File: config.mk
export PLATFORM = sky130hd
export DESIGN_NAME = sseg_iobus_ctrl
export DESIGN_NICKNAME = d
export VERILOG_FILES = /design/src/rtl/sseg_iobus_ctrl.sv
export SDC_FILE = /design/constraint.sdc
export NUM_CORES = 1
export LEC_CHECK = 0
export ABC_CLOCK_PERIOD_IN_PS = 3500
export CAP_MARGIN = 20
export CORE_ASPECT_RATIO = 1.2
export CORE_MARGIN = 2
export CORE_UTILIZATION = 47
export CTS_CLUSTER_SIZE = 30
export DETAILED_ROUTE_END_ITERATION = 16
export MAX_ROUTING_LAYER = met4
export PLACE_DENSITY = 0.81
export SLEW_MARGIN = 20
export SYNTH_ARGS = -nofsm -noshare
export SYNTH_HDL_FRONTEND = slang
export SYNTH_SLANG_ARGS = --single-unit
File: constraint.sdc
create_clock -name clk -period 3.5 [get_ports clk]
set_clock_uncertainty 0.15 [all_clocks]
set_input_delay 0.7 -clock clk [delete_from_list [all_inputs] [get_ports clk]]
set_output_delay 0.7 -clock clk [all_outputs]
set_load 0.03 [all_outputs]
File: src/rtl/sseg_iobus_ctrl.sv
// Seven-segment display controller on the OTTER IOBUS.
// Holds a 16-bit hex value and control bits, and scans four digits.
module sseg_iobus_ctrl #(
  parameter logic [31:0] BASE_ADDR   = 32'h1100C010,
  parameter int          REFRESH_DIV = 50000
) (
  input  logic        clk,
  input  logic        RST,
  input  logic [31:0] iobus_addr,
  input  logic [31:0] iobus_out,
  input  logic        iobus_wr,
  output logic [31:0] iobus_rd_data,
  output logic        iobus_hit,
  output logic [7:0]  segs,
  output logic [3:0]  an
);

  localparam int CW = (REFRESH_DIV > 1) ? $clog2(REFRESH_DIV) : 1;
  localparam logic [CW-1:0] TC = CW'(REFRESH_DIV - 1);

  logic [15:0]   data_q;
  logic [9:0]    ctrl_q;
  logic [CW-1:0] ref_cnt;
  logic [1:0]    idx;
  logic [7:0]    frame;

  logic sel_data;
  logic sel_ctrl;
  logic sel_stat;

  logic [3:0] blank;
  logic [3:0] dp;
  logic [3:0] nib;
  logic       lead_zero;
  logic       dark;
  logic [6:0] glyph;
  logic [7:0] segs_next;
  logic [3:0] an_next;

  logic unused_hi;
  assign unused_hi = ^iobus_out[31:16];

  assign sel_data = (iobus_addr == BASE_ADDR);
  assign sel_ctrl = (iobus_addr == BASE_ADDR + 32'd4);
  assign sel_stat = (iobus_addr == BASE_ADDR + 32'd8);

  assign blank = ctrl_q[4:1];
  assign dp    = ctrl_q[8:5];

  // Zero-latency read mux so the wrapper can OR it into its input mux.
  always_comb begin
    iobus_rd_data = 32'h0;
    iobus_hit     = 1'b0;
    unique case (1'b1)
      sel_data: begin
        iobus_rd_data = {16'h0, data_q};
        iobus_hit     = 1'b1;
      end
      sel_ctrl: begin
        iobus_rd_data = {22'h0, ctrl_q};
        iobus_hit     = 1'b1;
      end
      sel_stat: begin
        iobus_rd_data = {16'h0, frame, 6'h0, idx};
        iobus_hit     = 1'b1;
      end
      default: begin
        iobus_rd_data = 32'h0;
        iobus_hit     = 1'b0;
      end
    endcase
  end

  // Register writes; STATUS is read-only so only DATA and CTRL load.
  always_ff @(posedge clk or posedge RST) begin
    if (RST) begin
      data_q <= 16'h0;
      ctrl_q <= 10'h1;
    end else if (iobus_wr) begin
      if (sel_data) data_q <= iobus_out[15:0];
      if (sel_ctrl) ctrl_q <= iobus_out[9:0];
    end
  end

  // Digit scan: free-running slot counter, digit index and frame count.
  always_ff @(posedge clk or posedge RST) begin
    if (RST) begin
      ref_cnt <= '0;
      idx     <= 2'd0;
      frame   <= 8'd0;
    end else if (ref_cnt == TC) begin
      ref_cnt <= '0;
      idx     <= idx + 2'd1;
      if (idx == 2'd3) frame <= frame + 8'd1;
    end else begin
      ref_cnt <= ref_cnt + 1'b1;
    end
  end

  // Select the current nibble and decide whether the digit is dark.
  always_comb begin
    nib       = 4'h0;
    lead_zero = 1'b0;
    case (idx)
      2'd0: begin
        nib       = data_q[3:0];
        lead_zero = 1'b0;
      end
      2'd1: begin
        nib       = data_q[7:4];
        lead_zero = (data_q[15:4] == 12'h0);
      end
      2'd2: begin
        nib       = data_q[11:8];
        lead_zero = (data_q[15:8] == 8'h0);
      end
      default: begin
        nib       = data_q[15:12];
        lead_zero = (data_q[15:12] == 4'h0);
      end
    endcase
    dark = ~ctrl_q[0] | blank[idx] | (ctrl_q[9] & lead_zero);
  end

  // Active-low hex glyphs, bit order g..a.
  always_comb begin
    glyph = 7'h7F;
    case (nib)
      4'h0: glyph = 7'h40;
      4'h1: glyph = 7'h79;
      4'h2: glyph = 7'h24;
      4'h3: glyph = 7'h30;
      4'h4: glyph = 7'h19;
      4'h5: glyph = 7'h12;
      4'h6: glyph = 7'h02;
      4'h7: glyph = 7'h78;
      4'h8: glyph = 7'h00;
      4'h9: glyph = 7'h10;
      4'hA: glyph = 7'h08;
      4'hB: glyph = 7'h03;
      4'hC: glyph = 7'h46;
      4'hD: glyph = 7'h21;
      4'hE: glyph = 7'h06;
      default: glyph = 7'h0E;
    endcase
  end

  // Next pin values; a dark digit releases every anode and cathode.
  always_comb begin
    segs_next = 8'hFF;
    an_next   = 4'hF;
    if (!dark) begin
      segs_next = {~dp[idx], glyph};
      an_next   = ~(4'b0001 << idx);
    end
  end

  // Registered pins keep the IOBUS off any combinational pin path.
  always_ff @(posedge clk or posedge RST) begin
    if (RST) begin
      segs <= 8'hFF;
      an   <= 4'hF;
    end else begin
      segs <= segs_next;
      an   <= an_next;
    end
  end

endmodule

==> impl_metrics.toml <==
[status]
status = "finished, final reports clean"

[finish]
diodes = 0
area_growth_pct = 28.3
layout.nets = 491
drive_gt1_share_pct = 23.5
instances_no_fill = 509

[floorplanning]
die_y_um = 100
io_pins = 112
dieArea_sq_um = 8390
core_sq_um = 7580
start_util_pct = 47.6
row_count = 35
die_x_um = 84.0

[clocking]
root_buffer = "clkbuf_8"
clkSlewWorstSetupHoldPaths_ns = 0.07
clkLatencyLatePin_ns = 0.34
cts_tree = "yes"
cts_buffer_depth = 2
clkSinkCount = 64
htree_levels = 3
numCtsBuffers = 9

[timing]
period_needed_ns = 3.36
setup_viol = 0
rsz0062_at_grt = "no"
worst_slew_pin_slew_ns = 0.644
finalMaxSlewViolations = 0
period_share_pct = 96.1
relSlewSlack_pct = 57.0
final-hold-violation-count = 0
max_freq_ghz = 0.297
fin_tns_setup_ns = 0

[route]
highest_layer = "met4"
wire_per_inst_um = 16.1
routed_wl_mm = 8.17
drtAntennaViolNets = 0
routed_via_density = 5.56
drc = 0
vias = 2831
wl_met3_um = 311
first_pass_iters = 6
drtIter0Drc = 185
met1Wirelength_mm = 3.18
wl_met2_mm = 4.51

[critical_path]
arrival_ns = 2.51
critPathCaptureType = "output port"
crit_required_ns = 2.65
crit_slowest_cell = "clkdlybuf4s50_1"
crit_chain = "clkdlybuf4s50_1, nor4b_2, nand4b_1, nor3_1, buf_4, a32oi_1, nor2_1, buf_4"
critPathBufInv = 3
worstPathMaxFanout = 11
start_kind = "input pin"
critPathMaxStageDelay_ns = 0.42
crit_path_frequent_cell = "buf_4"
path_delay_family = "simple AND/OR/NAND/NOR gates"
worstSetupPathType = "input pin to output port"

[yosys]
netlist-cell-type-count = 48
syn-instance-count = 322
syn_area_sq_um = 3610
yosysWarnings = 0
synth_seq_cells = 64
async_flop_share_pct = 100
avgSynthCellArea_sq_um = 11.2
ys_seq_area_share_pct = 44.9
synth_ff_type = "dfrtp_1"
synth-edff-count = 0

[grt]
first_global_vias = 2831
grt-ovfl-total = 0
antenna_found_initial = 0
grt_max_degree = 36
track_usage_pct = 20.3
grt_pass1_wl_mm = 13.1

[placement]
dp.cells = 493
place_congestion = 0.872
io_buffer_count = 79
place_hpwl_mm = 6.27

[power_and_ir_drop]
p_per_area_nw_per_um2 = 303
ir_drop_uv = 222
leakagePower_nw = 2.03

[flow_run]
drv_cap = 0

[worst_hold_path]
hp-class = "flip-flop to flip-flop"
## final timing paths
path                                    end  slack [ns]  cells after the start      startpoint
min reg2reg                        frame[7]        0.32                      1        frame[7]
max reg2reg                         segs[3]        0.55                      9          idx[0]
min in group asynchronous         data_q[1]        0.61                      2             RST
max in group asynchronous             an[3]        1.93                      3             RST
min                                frame[7]        0.32                      1        frame[7]
max                        iobus_rd_data[8]        0.14                      8  iobus_addr[27]
## layout by cell type (no fill, tap or decap), types with 2 or more instances in the layout
master	netlist	routed
a22oi_1	9	9
ha_1	12	12
a21oi_1	10	10
clkinv_2	0	2
dfrtp_1	51	51
nand2b_1	3	2
nand3_1	7	7
o221ai_1	4	4
nand2_1	20	20
nor3_1	5	5
clkbuf_8	0	10
mux2_4	10	10
nor2b_1	4	4
dfstp_2	13	13
xnor2_1	13	13
a32oi_1	4	4
buf_4	17	25
a222oi_1	3	3
nor2_1	34	34
o21ai_0	5	5
xor2_1	8	8
nor4_1	5	4
conb_1	1	16
nor4b_1	3	2
and4_1	3	3
inv_1	10	9
mux2_2	21	21
nor4b_4	3	3
clkdlybuf4s50_1	0	62
and2_1	3	3
clkbuf_1	6	3
nand4_1	7	7
mux2i_1	9	9
mux4_2	2	2
## per-layer routing
metal  up-vias  GRT usage [%]
met5         -              -
met4         0           9.68
met3        18           3.78
met2        89           36.7
met1      1410           21.3
li1       1314              -
## sequential cells by signal, summed over array words and instances (netlist names)
signal / count
an: 4
ctrl_q: 10
data_q: 16
frame: 8
idx: 2
ref_cnt: 16
segs: 8
## per-stage QoR
step | total power, W | hold WS (ns) | setup slack (ns) | instance area, sq um | utilization, %
3_3_place_gp | 0.000868 | 0.312 | 0.113 | 4440 | 58.7
6_report | 0.00140 | 0.322 | 0.136 | 4630 | 61.1
3_5_place_dp | 0.000869 | 0.317 | 0.0259 | 4440 | 58.7
2_1_floorplan | 0.000811 | 0.295 | 0.290 | 3660 | -
5_1_grt | 0.00145 | 0.355 | 0.00738 | 4630 | 61.1
4_1_cts | 0.00142 | 0.326 | 0.0324 | 4610 | 60.9
## where the power goes
group          total (W)     switching (W)  internal (W)
logic           0.000117         0.0000581     0.0000584
registers       0.000740  0.00000000000263      0.000740
clock network   0.000546          0.000271      0.000276
total            0.00140          0.000329       0.00107
## cell usage after synthesis, types with 2 or more instances
| cell | number | area share (%) |
|---|---|---|
| xnor2_1 | 13 | 3.2 |
| a22oi_1 | 9 | 1.9 |
| nor2b_1 | 4 | 0.69 |
| mux4_2 | 2 | 1.2 |
| clkbuf_1 | 6 | 0.62 |
| nand2b_1 | 3 | 0.52 |
| ha_1 | 12 | 4.2 |
| a222oi_1 | 3 | 0.83 |
| dfrtp_1 | 51 | 35 |
| dfstp_2 | 13 | 9.5 |
| nor2_1 | 34 | 3.5 |
| xor2_1 | 8 | 1.9 |
| nor4b_1 | 3 | 0.73 |
| and4_1 | 3 | 0.73 |
| nor4_1 | 5 | 0.87 |
| inv_1 | 10 | 1.0 |
| nand2_1 | 20 | 2.1 |
| and2_1 | 3 | 0.52 |
| buf_4 | 17 | 3.5 |
| mux2_2 | 21 | 6.6 |
| nand4_1 | 7 | 1.2 |
| nor4b_4 | 3 | 2.0 |
| mux2_4 | 10 | 4.2 |
| o21ai_0 | 5 | 0.69 |
| a32oi_1 | 4 | 0.97 |
| o221ai_1 | 4 | 0.97 |
| mux2i_1 | 9 | 2.5 |
| a21oi_1 | 10 | 1.4 |
| nor3_1 | 5 | 0.69 |
| nand3_1 | 7 | 0.97 |
## logic make-up after synthesis
group	synth area share, %
other	0.104
AND/OR/NAND/NOR	17.6
multiplexers	14.5
AO/OA/AOI/OAI	8.15
buffers and inverters	5.52
flip-flops	44.9
XOR/XNOR	5.10
adder cells (fa/ha/maj)	4.16
## cell type report
type	count	area [sq um]
Fill cell	625	2950
Multi-Input combinational cell	239	1860
Sequential cell	64	1620
Timing Repair Buffer	88	828
Clock buffer	13	149
Tap cell	92	115
Inverter	10	37.5
Clock inverter	3	18.8
## repair_timing
action,CTS,global route
gates resized for setup,0,3
buffers inserted,0,0
setup endpoints to repair,0,6
hold buffers,0,0
No activity file was read; power rests on OpenSTA's default activity.
